**config.mk**
```make
export PLATFORM = sky130hd
export DESIGN_NAME = instruction_fetch_stage
export DESIGN_NICKNAME = d
export VERILOG_FILES = /design/src/rtl/instruction_fetch_stage_pkg.sv /design/src/rtl/if_id_stage_reg.sv /design/src/rtl/instruction_fetch_stage.sv
export SDC_FILE = /design/constraint.sdc
export NUM_CORES = 1
export LEC_CHECK = 0
export ABC_AREA = 1
export BUFFER_PORTS_ARGS = -buffer_cell sky130_fd_sc_hd__buf_4
export CORE_ASPECT_RATIO = 0.6
export CORE_MARGIN = 2
export CORE_UTILIZATION = 57
export CTS_CLUSTER_DIAMETER = 120
export DETAILED_ROUTE_END_ITERATION = 8
export MAX_ROUTING_LAYER = met4
export PLACE_DENSITY = 0.8
export SYNTH_ARGS = -nofsm -noshare
export SYNTH_HDL_FRONTEND = slang
export SYNTH_HIERARCHICAL = 1
export SYNTH_SLANG_ARGS = --single-unit
```
**constraint.sdc**
```tcl
create_clock -name clk_i -period 2.16 [get_ports clk_i]
set_input_delay 0.648 -clock clk_i [delete_from_list [all_inputs] [get_ports clk_i]]
set_output_delay 0.648 -clock clk_i [all_outputs]
set_load 0.005 [all_outputs]
```
**src/rtl/instruction_fetch_stage_pkg.sv**
```systemverilog
// Shared definitions for the instruction fetch stage: NOP encoding and fetch FSM states.
package instruction_fetch_stage_pkg;

    localparam logic [31:0] NOP_INSTR = 32'h0000_0013;
    // Decode only sees bits [31:2]; the low two bits of a 32-bit opcode are always 2'b11.
    localparam logic [29:0] NOP_WORD  = NOP_INSTR[31:2];

    typedef enum logic [1:0] {
        StFetch  = 2'd0,
        StSquash = 2'd1,
        StHold   = 2'd2
    } fetch_state_e;

endpackage

```
**src/rtl/if_id_stage_reg.sv**
```systemverilog
// IF/ID pipeline register: hold beats flush, flush loads a NOP and leaves pc_o unchanged.
module if_id_stage_reg
    import instruction_fetch_stage_pkg::*;
#(
    parameter logic [29:0] ResetPcWord = 30'h0
) (
    input  logic        clk_i,
    input  logic        rst_i,
    input  logic        hold_i,
    input  logic        flush_i,
    input  logic [29:0] instr_i,
    input  logic [29:0] pc_i,
    output logic [29:0] instr_o,
    output logic [29:0] pc_o
);

    logic [29:0] instr_q;
    logic [29:0] pc_q;

    always_ff @(posedge clk_i or negedge rst_i) begin
        if (!rst_i) begin
            instr_q <= NOP_WORD;
            pc_q    <= ResetPcWord;
        end else if (!hold_i) begin
            if (flush_i) begin
                instr_q <= NOP_WORD;
            end else begin
                instr_q <= instr_i;
                pc_q    <= pc_i;
            end
        end
    end

    assign instr_o = instr_q;
    assign pc_o    = pc_q;

endmodule

```
**src/rtl/instruction_fetch_stage.sv**
```systemverilog
// Instruction fetch: one outstanding imem request, squash of in-flight fetches on redirect,
// and a one-entry skid buffer that parks a returned word while IF/ID is held.
module instruction_fetch_stage
    import instruction_fetch_stage_pkg::*;
#(
    parameter logic [31:0] RESET_PC = 32'h0000_0000
) (
    input  logic        clk_i,
    input  logic        rst_i,
    input  logic        stall_i,
    input  logic        busywait_i,
    input  logic        flush_i,
    input  logic [29:0] branch_target_i,
    output logic        imem_req_o,
    output logic [29:0] imem_addr_o,
    input  logic        imem_ready_i,
    input  logic [31:0] imem_rdata_i,
    output logic [29:0] instr_o,
    output logic [29:0] pc_o
);

    localparam logic [29:0] ResetPcWord = RESET_PC[31:2];

    fetch_state_e state_q, state_d;
    logic [29:0]  pc_q, pc_d;
    logic [29:0]  redirect_q, redirect_d;
    logic [29:0]  skid_instr_q, skid_instr_d;
    logic [29:0]  skid_pc_q, skid_pc_d;

    logic         flush_eff;
    logic         hold;
    logic         word_valid;
    logic [29:0]  word_instr;
    logic [29:0]  word_pc;
    logic         unused_rdata;

    assign unused_rdata = ^imem_rdata_i[1:0];

    // A frozen EX re-presents its flush later, so busywait masks it here.
    assign flush_eff = flush_i & ~busywait_i;
    assign hold      = stall_i | busywait_i;

    always_comb begin
        state_d      = state_q;
        pc_d         = pc_q;
        redirect_d   = redirect_q;
        skid_instr_d = skid_instr_q;
        skid_pc_d    = skid_pc_q;
        word_valid   = 1'b0;
        word_instr   = imem_rdata_i[31:2];
        word_pc      = pc_q;
        case (state_q)
            StFetch: begin
                if (flush_eff) begin
                    if (imem_ready_i) begin
                        pc_d = branch_target_i;
                    end else begin
                        redirect_d = branch_target_i;
                        state_d    = StSquash;
                    end
                end else if (imem_ready_i) begin
                    if (hold) begin
                        skid_instr_d = imem_rdata_i[31:2];
                        skid_pc_d    = pc_q;
                        state_d      = StHold;
                    end else begin
                        word_valid = 1'b1;
                        pc_d       = pc_q + 30'd1;
                    end
                end
            end
            StSquash: begin
                // Address must not move until the stale request completes.
                if (flush_eff) begin
                    redirect_d = branch_target_i;
                end
                if (imem_ready_i) begin
                    pc_d    = flush_eff ? branch_target_i : redirect_q;
                    state_d = StFetch;
                end
            end
            StHold: begin
                if (flush_eff) begin
                    skid_instr_d = 30'h0;
                    skid_pc_d    = 30'h0;
                    pc_d         = branch_target_i;
                    state_d      = StFetch;
                end else if (!hold) begin
                    word_valid = 1'b1;
                    word_instr = skid_instr_q;
                    word_pc    = skid_pc_q;
                    pc_d       = pc_q + 30'd1;
                    state_d    = StFetch;
                end
            end
            default: state_d = StFetch;
        endcase
    end

    always_ff @(posedge clk_i or negedge rst_i) begin
        if (!rst_i) begin
            state_q      <= StFetch;
            pc_q         <= ResetPcWord;
            redirect_q   <= 30'h0;
            skid_instr_q <= 30'h0;
            skid_pc_q    <= 30'h0;
        end else begin
            state_q      <= state_d;
            pc_q         <= pc_d;
            redirect_q   <= redirect_d;
            skid_instr_q <= skid_instr_d;
            skid_pc_q    <= skid_pc_d;
        end
    end

    assign imem_req_o  = rst_i & (state_q != StHold);
    assign imem_addr_o = pc_q;

    if_id_stage_reg #(
        .ResetPcWord (ResetPcWord)
    ) u_if_id (
        .clk_i   (clk_i),
        .rst_i   (rst_i),
        .hold_i  (busywait_i | (stall_i & ~flush_i)),
        .flush_i (flush_eff | ~word_valid),
        .instr_i (word_instr),
        .pc_i    (word_pc),
        .instr_o (instr_o),
        .pc_o    (pc_o)
    );

endmodule

```
==> results of run 1 <==
where the power goes:
group          internal, mW  total, mW  switching, mW
logic                  1.90       4.31           2.41
registers              4.33       5.16          0.826
clock network          1.65       3.19           1.53
path summary, 6_finish.rpt:
kind,cells past startpoint,from,end
max,10,imem_addr_o[4],imem_addr_o[25]
min,2,rst_i,imem_addr_o[0]
max reg2reg,10,imem_addr_o[4],imem_addr_o[25]
min reg2reg,2,u_if_id/instr_o[2],u_if_id/instr_o[2]
max in group asynchronous,2,rst_i,skid_pc_q[15]
min in group clk_i,2,imem_ready_i,state_q[0]
critical path, delay by kind of cell, from the launching register on:
kind	cells	cell delay, ps
buffers and inverters	1	140
DFF	1	490
and+or+nand+nor	8	1230
AOI/OAI and AO/OA	1	130
kinds of logic after synthesis:
kind of cell / share of synthesized area, %
XOR/XNOR: 0.0889
AND/OR/NAND/NOR: 26.3
adder cells (fa/ha/maj): 0.127
buffers and inverters: 8.53
AO/OA/AOI/OAI: 18.7
flip-flops: 46.2
placed cells by master, fill, tap and decap left out, types with 2 or more instances in the layout:
cell          n
nand2_1     466
buf_4       195
dfrtp_1     180
nor2_1      152
o21ai_0     139
a21oi_1     137
inv_1       119
o22ai_1      60
nand3_1      29
clkbuf_16    17
buf_12       16
nor2_2        8
inv_8         5
a31oi_1       4
nor2_4        3
inv_2         3
clkinvlp_4    3
o21ai_1       2
o211ai_1      2
inv_6         2
clkinv_4      2
registers in the layout, indices dropped and copies added (netlist names):
| register | flops |
|---|---|
| imem_addr_o | 30 |
| redirect_q | 30 |
| skid_instr_q | 30 |
| skid_pc_q | 30 |
| u_if_id/instr_o | 30 |
| u_if_id/pc_o | 30 |
| state_q | 2 |
layer usage:
layer | vias to the layer above | part of all wire, % | GRT usage, %
met4 | 0 | 1.6 | 7.80
li1 | 4814 | - | -
met1 | 4708 | 44 | 47.7
met3 | 50 | 9.1 | 6.02
met5 | - | 0 | -
met2 | 491 | 45 | 50.1
stage by stage:
stage,total power [mW],area (µm²),setup WS [ps],TNS (ps),hold slack [ps]
after floorplan,7.38,9860,251,0,352
after global placement,9.21,11600,-42.9,-213,433
after detailed placement,9.40,11600,-78.7,-562,432
after CTS,12.6,12200,93.7,0,426
after global routing,13.5,12200,-29.8,-73.5,430
final,12.7,12200,91.0,0,375
final cells by class:
class / instances / area, µm²
clock buffer: 18 / 429
clock inverter: 14 / 160
fill: 1385 / 4830
inverter: 122 / 458
multi-input combinational: 1016 / 4500
sequential: 182 / 4560
tap: 234 / 293
timing repair buffer: 213 / 1810
timing repair:
action | CTS | global route
endpoints found under the hold margin | 1 | 0
endpoints found under the setup margin | 1 | 12
buffers inserted | 0 | 0
gates resized for setup | 1 | 6
hold buffers | 1 | 0
==> impl_metrics.toml, run 1 <==
[run_status]
status = "complete, no violations"

[cells_and_area]
drive_gt1_share_pct = 16.8
antenna_cells = 0
fin_util_pct = 71.6
nets = 1621
areaGrowthSynthToFinish_pct = 23.8
final_cells = 1799

[critical_path]
crit_chain = "nand2_1 > nor2_1 > nand2_1 > inv_1 > nand3_1 > nand2_1 > nand2_1 > nand2_1 > nand2_1 > a21oi_1"
cp_slowest_cell = "dfrtp_1"
critical_path.startpoint_type = "register"
critPathRequiredTime_ps = 2520
crit_fanout = 6
cp_common_cell = "nand2_1"
r2r_slack_ps = 90
cp.arrival_ps = 2430
max_stage_delay_ps = 490
critical_path_class = "register to register"
crit_path_end_kind = "register"

[placement]
hpwl_um = 18700
io_buffer_count = 156
gp_congestion = 0.924
place_inst = 1766

[synthesis]
synth_edf_count = 0
ys_ff_latch = 182
synth_area_leaders = "dfrtp_1 46%, nand2_1 18%, o21ai_0 7.1%"
synth-seq-area-share_pct = 46.2
synth_top_cell_by_area = "dfrtp_1"
yosys_warnings = 6
netlist_top_cells_count = "466 x nand2_1, 181 x dfrtp_1, 158 x nor2_1"
synth.most_common_cell = "nand2_1"
netlist.area_leader.share_pct = 46.0
synth.distinct_cells = 34
syn_area_mm2 = 0.00986
synth_area_per_cell_um2 = 7.02
synth-main-ff-cell = "dfrtp_1"
syn_nets = 1474
synth_cells = 1405
synth-async-reset-ratio_pct = 100

[global_route]
grt_max_degree = 182
grt_remaining_overflow = 0
grt_usage_pct = 33.4
grt_pass1_vias = 9479
grt_pass1_wl_um = 48000
antenna_found_initial = 0

[clocking]
clock_sinks = 182
clk_pin_slew_worst_paths_ps = 80
htreeDepth = 4
clk_path_buf_depth = 2
cts_tree = "yes"
cts_made_buffers = 17
cts_root_buffer = "clkbuf_16"
insertion_delay_ps = 440

[power]
p_leak_nw = 6.14
power.density_mw_per_mm2 = 1040
ir_drop_uv = 647

[sta]
finClkSkew_ps = 14.1
finalCritPeriodShare_pct = 95.8
hold_viol_final = 0
worst_pin_slew_ps = 1000
relSlewSlack_pct = 33.1
slew_violations = 0
max_freq_mhz = 483
setup_viol = 0
grt_setup_unrepaired = "true"
min_period_ps = 2070

[drt]
post_drt_wl_per_cell_um = 15.9
vias = 10063
drcViolationCount = 0
antenna_left = 0
first_pass_iters = 7
wl_um = 28600
drt-initial-drc-count = 1215
via_per_inst = 5.59

[hold_path]
hp-class = "primary input to asynchronous set/reset pin"

[job]
maxCapViolCount = 0

[die]
die-area_mm2 = 0.0184
rows = 37
coreArea_mm2 = 0.0170
start_util_pct = 57.9
die_h_um = 106
die_width_um = 174
io_pins = 159
Power figures use the tool's default switching activity.
==> run 2: changes to the inputs <==
CORE_UTILIZATION = 30   (was 57)
PLACE_DENSITY = not set   (was 0.8)
==> impl_metrics.toml, run 2 (same netlist as run 1, synthesis figures left out) <==
[die]
die-area_mm2 = 0.0344
coreArea_mm2 = 0.0324
io_pins = 159
die_h_um = 144
die_width_um = 238
rows = 51
start_util_pct = 30.4

[cells_and_area]
nets = 1626
mostFrequentLayoutCells = "466 x nand2_1, 199 x buf_4, 179 x dfrtp_1"
nFillCells = 3342
drive_gt1_share_pct = 17.2
antenna_cells = 0
final_common_cell = "nand2_1"
areaGrowthSynthToFinish_pct = 27.2

[placement]
io_buffer_count = 156
gp_congestion = 0.845
hpwl_um = 21800
dpl_worst_slack_ps = -124

[critical_path]
r2r_slack_ps = 180
critical_path_class = "register to output port"
crit-reg2reg-launch = "imem_addr_o[0]"
crit_fanout = 7
max_stage_delay_ps = 510
critical_path.startpoint_type = "register"
crit_path_end_kind = "output port"
reg2regPathDepth = 11
cp_slowest_cell = "dfrtp_1"
cp.arrival_ps = 1400
r2r_end = "imem_addr_o[28]"
critPathRequiredTime_ps = 1510
crit_chain = "a21boi_1 > buf_4"

[hold_path]
hp-class = "primary input to asynchronous set/reset pin"

[drt]
drt-initial-drc-count = 896
vias = 9817
first_pass_iters = 6
wl_um = 31800
drcViolationCount = 0
post_drt_wl_per_cell_um = 15.9
antenna_left = 0
via_per_inst = 4.92

[clocking]
clk_path_buf_depth = 2
htreeDepth = 4
cts_root_buffer = "clkbuf_16"
insertion_delay_ps = 450
clock_sinks = 182
cts_made_buffers = 17
ctsHoldBuffers = 0
cts_setup_buffers = 0
clk_pin_slew_worst_paths_ps = 70
cts_tree = "yes"

[global_route]
grt_usage_pct = 19.5
grt_pass1_vias = 9012
grt_pass1_wl_um = 50400
grt_max_degree = 99
antenna_found_initial = 0
grt_remaining_overflow = 0

[sta]
relSlewSlack_pct = 61.1
finClkSkew_ps = 15.1
finalCritPeriodShare_pct = 95.0
hold_viol_final = 0
max_freq_mhz = 487
worst_pin_slew_ps = 584
grt_setup_unrepaired = "true"
fin_ws_ps = 107
min_period_ps = 2050
slew_violations = 0
setup_viol = 0

[job]
maxCapViolCount = 0

[run_status]
status = "complete, no violations"

[power]
p_leak_nw = 6.20
power.density_mw_per_mm2 = 1030
ir_drop_uv = 613
p_total_mw = 12.9
run 2: changes by cell type in the layout (fill, tap and decap cells not counted), moves of 2 or more:
cell	before	now
bufinv_16	1	3
nor2_2	8	5
buf_12	16	18
clkbuf_8	0	2
inv_8	5	0
buf_4	195	199
clkinv_2	0	3
nor2_4	3	5
run 2: worst max path at each step:
stage / cells past startpoint / slack, ps / from / end
after floorplan: 8 / 250 / stall_i / u_if_id/instr_o[2]
after global placement: 8 / -70 / busywait_i / redirect_q[23]
after detailed placement: 8 / -120 / busywait_i / redirect_q[21]
after CTS: 3 / 2 / state_q[0] / imem_req_o
after global routing: 10 / -2 / imem_addr_o[1] / imem_addr_o[12]
final: 2 / 110 / state_q[1] / imem_req_o
run 2: area by class of cell:
class | count | area [µm²] | share of cell area (%)
well taps | 424 | 531 | 4.23
multi-input cells | 1016 | 4510 | 36.0
repair buffers | 218 | 1870 | 14.9
inverters | 122 | 458 | 3.65
flip-flops and latches | 182 | 4560 | 36.4
clock inverters | 14 | 173 | 1.38
clock buffers | 18 | 439 | 3.50
run 2: metal layers:
| metal | track usage, % | share of wire (%) |
|---|---|---|
| met4 | 6.02 | 1.5 |
| met3 | 3.74 | 5.8 |
| met2 | 27.3 | 42 |
| met1 | 28.3 | 51 |
| met5 | - | 0 |
run 2: what timing repair did:
item                                    4_1_cts  5_1_grt
pin swaps                                     0        0
endpoints found under the hold margin         0        0
endpoints found under the setup margin        1       13
resized for setup                             1        8
run 2: stage by stage:
step / setup TNS, ps / hold WS [ps] / cells / util, % / cell area (µm²)
finish: 0 / 260 / 1994 / 38.7 / 12500
global route: -1.63 / 289 / 1994 / 38.7 / 12500
CTS: 0 / 271 / 1994 / 38.6 / 12500
floorplan: 0 / 352 / 1405 / - / 9860
detailed placement: -2480 / 465 / 1962 / 36.7 / 11900
global placement: -1720 / 462 / 1962 / 36.7 / 11900
run 2: power breakdown:
part / switching [mW] / internal (mW)
registers: 0.796 / 4.34
logic: 2.45 / 1.93
clock network: 1.49 / 1.86
total: 4.74 / 8.13
run 2: worst max-delay path: cells and delay by family (launching register included):
kind | cells | cell delay (ps)
AOI/OAI and AO/OA | 1 | 290
buffers and inverters | 1 | 160
DFF | 1 | 510
==> run 3: changes to the inputs <==
CTS_CLUSTER_DIAMETER = not set   (was 120)
SYNTH_HIERARCHICAL = not set   (was 1)
==> impl_metrics.toml, run 3 <==
[run_status]
status = "complete, no violations"

[global_route]
grt_pass1_vias = 8926
grt_pass1_wl_um = 49500
grt_usage_pct = 19.3
antenna_found_initial = 0
grt_remaining_overflow = 0
grtUsageMet1_pct = 27.6
grt_busiest_layer = "met1"
grt_max_degree = 113
met3_usage_pct = 4.22
grt_util_met2_pct = 27.5

[cells_and_area]
drive_gt1_share_pct = 17.4
antenna_cells = 0
multi_input_area_mm2 = 0.00469
final_cells = 1896
fin_util_pct = 38.2
areaGrowthSynthToFinish_pct = 25.9
final_common_cell = "nand2_1"
nets = 1528
stdcell_area_mm2 = 0.0123
mostFrequentLayoutCells = "462 x nand2_1, 191 x buf_4, 180 x dfrtp_1"
nFillCells = 3319
register_area_mm2 = 0.00456

[placement]
placed_area_mm2 = 0.0117
place_inst = 1862
hpwl_um = 21900
io_buffer_count = 156
dpl_worst_slack_ps = 16.0
gp_congestion = 0.884

[clocking]
clk_pin_slew_worst_paths_ps = 70
clk_path_buf_depth = 2
cts_made_buffers = 17
htreeDepth = 4
clock_sinks = 182
cts_root_buffer = "clkbuf_16"
insertion_delay_ps = 440
ctsHoldBuffers = 0
cts_tree = "yes"

[sta]
min_period_ps = 2040
holdWs_ps = 256
max_freq_mhz = 491
hold_viol_final = 0
tns_ps = 0
grt_setup_unrepaired = "false"
fin_ws_ps = 123
finClkSkew_ps = 8.73
relSlewSlack_pct = 53.5
worst_pin_slew_ps = 698
slew_violations = 0
finalCritPeriodShare_pct = 94.3
setup_viol = 0

[critical_path]
reg2regPathDepth = 9
critical_path_class = "register to output port"
crit_fanout = 5
cp.arrival_ps = 1390
crit_path_end_kind = "output port"
critical_path.startpoint_type = "register"
critPathRequiredTime_ps = 1510

[synthesis]
synth_compound_area_share_pct = 17.8
synth-async-reset-ratio_pct = 100
synth.distinct_cells = 31
synth_top_cell_by_area = "dfrtp_1"
synthXorXnorAreaFrac_pct = 0.268
synth_cells = 1314
netlist_top_cells_count = "463 x nand2_1, 181 x dfrtp_1, 136 x nor2_1"
synth_area_leaders = "dfrtp_1 46%, nand2_1 18%, o21ai_0 6.7%"
yosys_warnings = 0
netlist.area_leader.share_pct = 46.2
synth-seq-area-share_pct = 46.5
syn_nets = 1383
muxShareOfSynthArea_pct = 3.98
synth_area_per_cell_um2 = 7.46
ys_ff_latch = 182
synth_simple_gate_area_share_pct = 25.3
synth.most_common_cell = "nand2_1"
yosys.area_share.adder_pct = 0.128
synth_edf_count = 0
synth_top_family_by_area = "simple AND/OR/NAND/NOR gates"
synth-main-ff-cell = "dfrtp_1"
syn_area_mm2 = 0.00980

[drt]
vias = 9363
drcViolationCount = 0
wl_um = 31400
post_drt_wl_per_cell_um = 16.6
first_pass_iters = 6
via_per_inst = 4.94
antenna_left = 0
drt-initial-drc-count = 709

[die]
start_util_pct = 30.4
io_pins = 159
coreArea_mm2 = 0.0323
die-area_mm2 = 0.0342
die_width_um = 237
rows = 51
die_h_um = 144

[power]
ir_drop_uv = 613
power.density_mw_per_mm2 = 1060
p_total_mw = 13.0
p_leak_nw = 6.11

[job]
maxCapViolCount = 0

[hold_path]
hp-class = "primary input to asynchronous set/reset pin"
[run 3: cell types whose count changed after synthesis, moves of 6 or more]
cell	previous run	this run
inv_1	120	55
o22ai_1	60	0
o31ai_1	0	52
a21oi_1	137	96
mux2i_1	0	39
nor2_1	158	136
o211ai_1	2	11
o21ai_0	139	131
buf_1	3	9
clkbuf_1	47	41
o21a_1	0	6
[run 3: kinds of logic (layout without fill, tap and decap cells)]
group	after synthesis	count (layout)
compound gates	310	310
buf+inv	143	301
mux	39	39
flops	182	182
xor+xnor	3	3
fa+ha+maj	1	1
simple gates	636	636
[run 3: where the power goes]
| group | switching, mW | internal [mW] | total [mW] |
|---|---|---|---|
| sequential | 0.945 | 4.44 | 5.39 |
| combinational | 2.46 | 1.96 | 4.43 |
| clock | 1.44 | 1.78 | 3.22 |
[run 3: layout make-up]
| type | instances | area share (%) |
|---|---|---|
| Multi-Input combinational cell | 989 | 38.0 |
| Clock buffer | 22 | 3.76 |
| Inverter | 62 | 1.89 |
| Sequential cell | 182 | 36.9 |
| Tap cell | 424 | 4.30 |
| Timing Repair Buffer | 207 | 14.2 |
| Clock inverter | 10 | 0.983 |
[run 3: what timing repair did]
| action | in CTS | in global routing |
|---|---|---|
| gates resized for setup | 0 | 4 |
| buffers inserted | 2 | 0 |
| setup endpoints to repair | 1 | 7 |
| pin swaps | 1 | 0 |
[run 3: worst max-delay path: stages (launching register included)]
cell     delay [ps]
dfrtp_1         440
inv_2            80
nor2_4          190
nor2_1           80
buf_4           150
[run 3: routing by layer]
metal	up-vias	part of all wire [%]
met5	-	0
met4	0	1.2
met3	26	5.6
met2	265	42
met1	4461	51
li1	4611	-
[run 3: path summary, 6_finish.rpt]
kind / start / end / slack, ps
min reg2reg: u_if_id.instr_o[5] / u_if_id.instr_o[5] / 480
max: state_q[1] / imem_req_o / 120
max in group asynchronous: rst_i / imem_addr_o[0] / 1270
min: rst_i / skid_instr_q[5] / 260
min in group clk_i: imem_ready_i / state_q[0] / 370
max reg2reg: imem_addr_o[16] / imem_addr_o[29] / 190
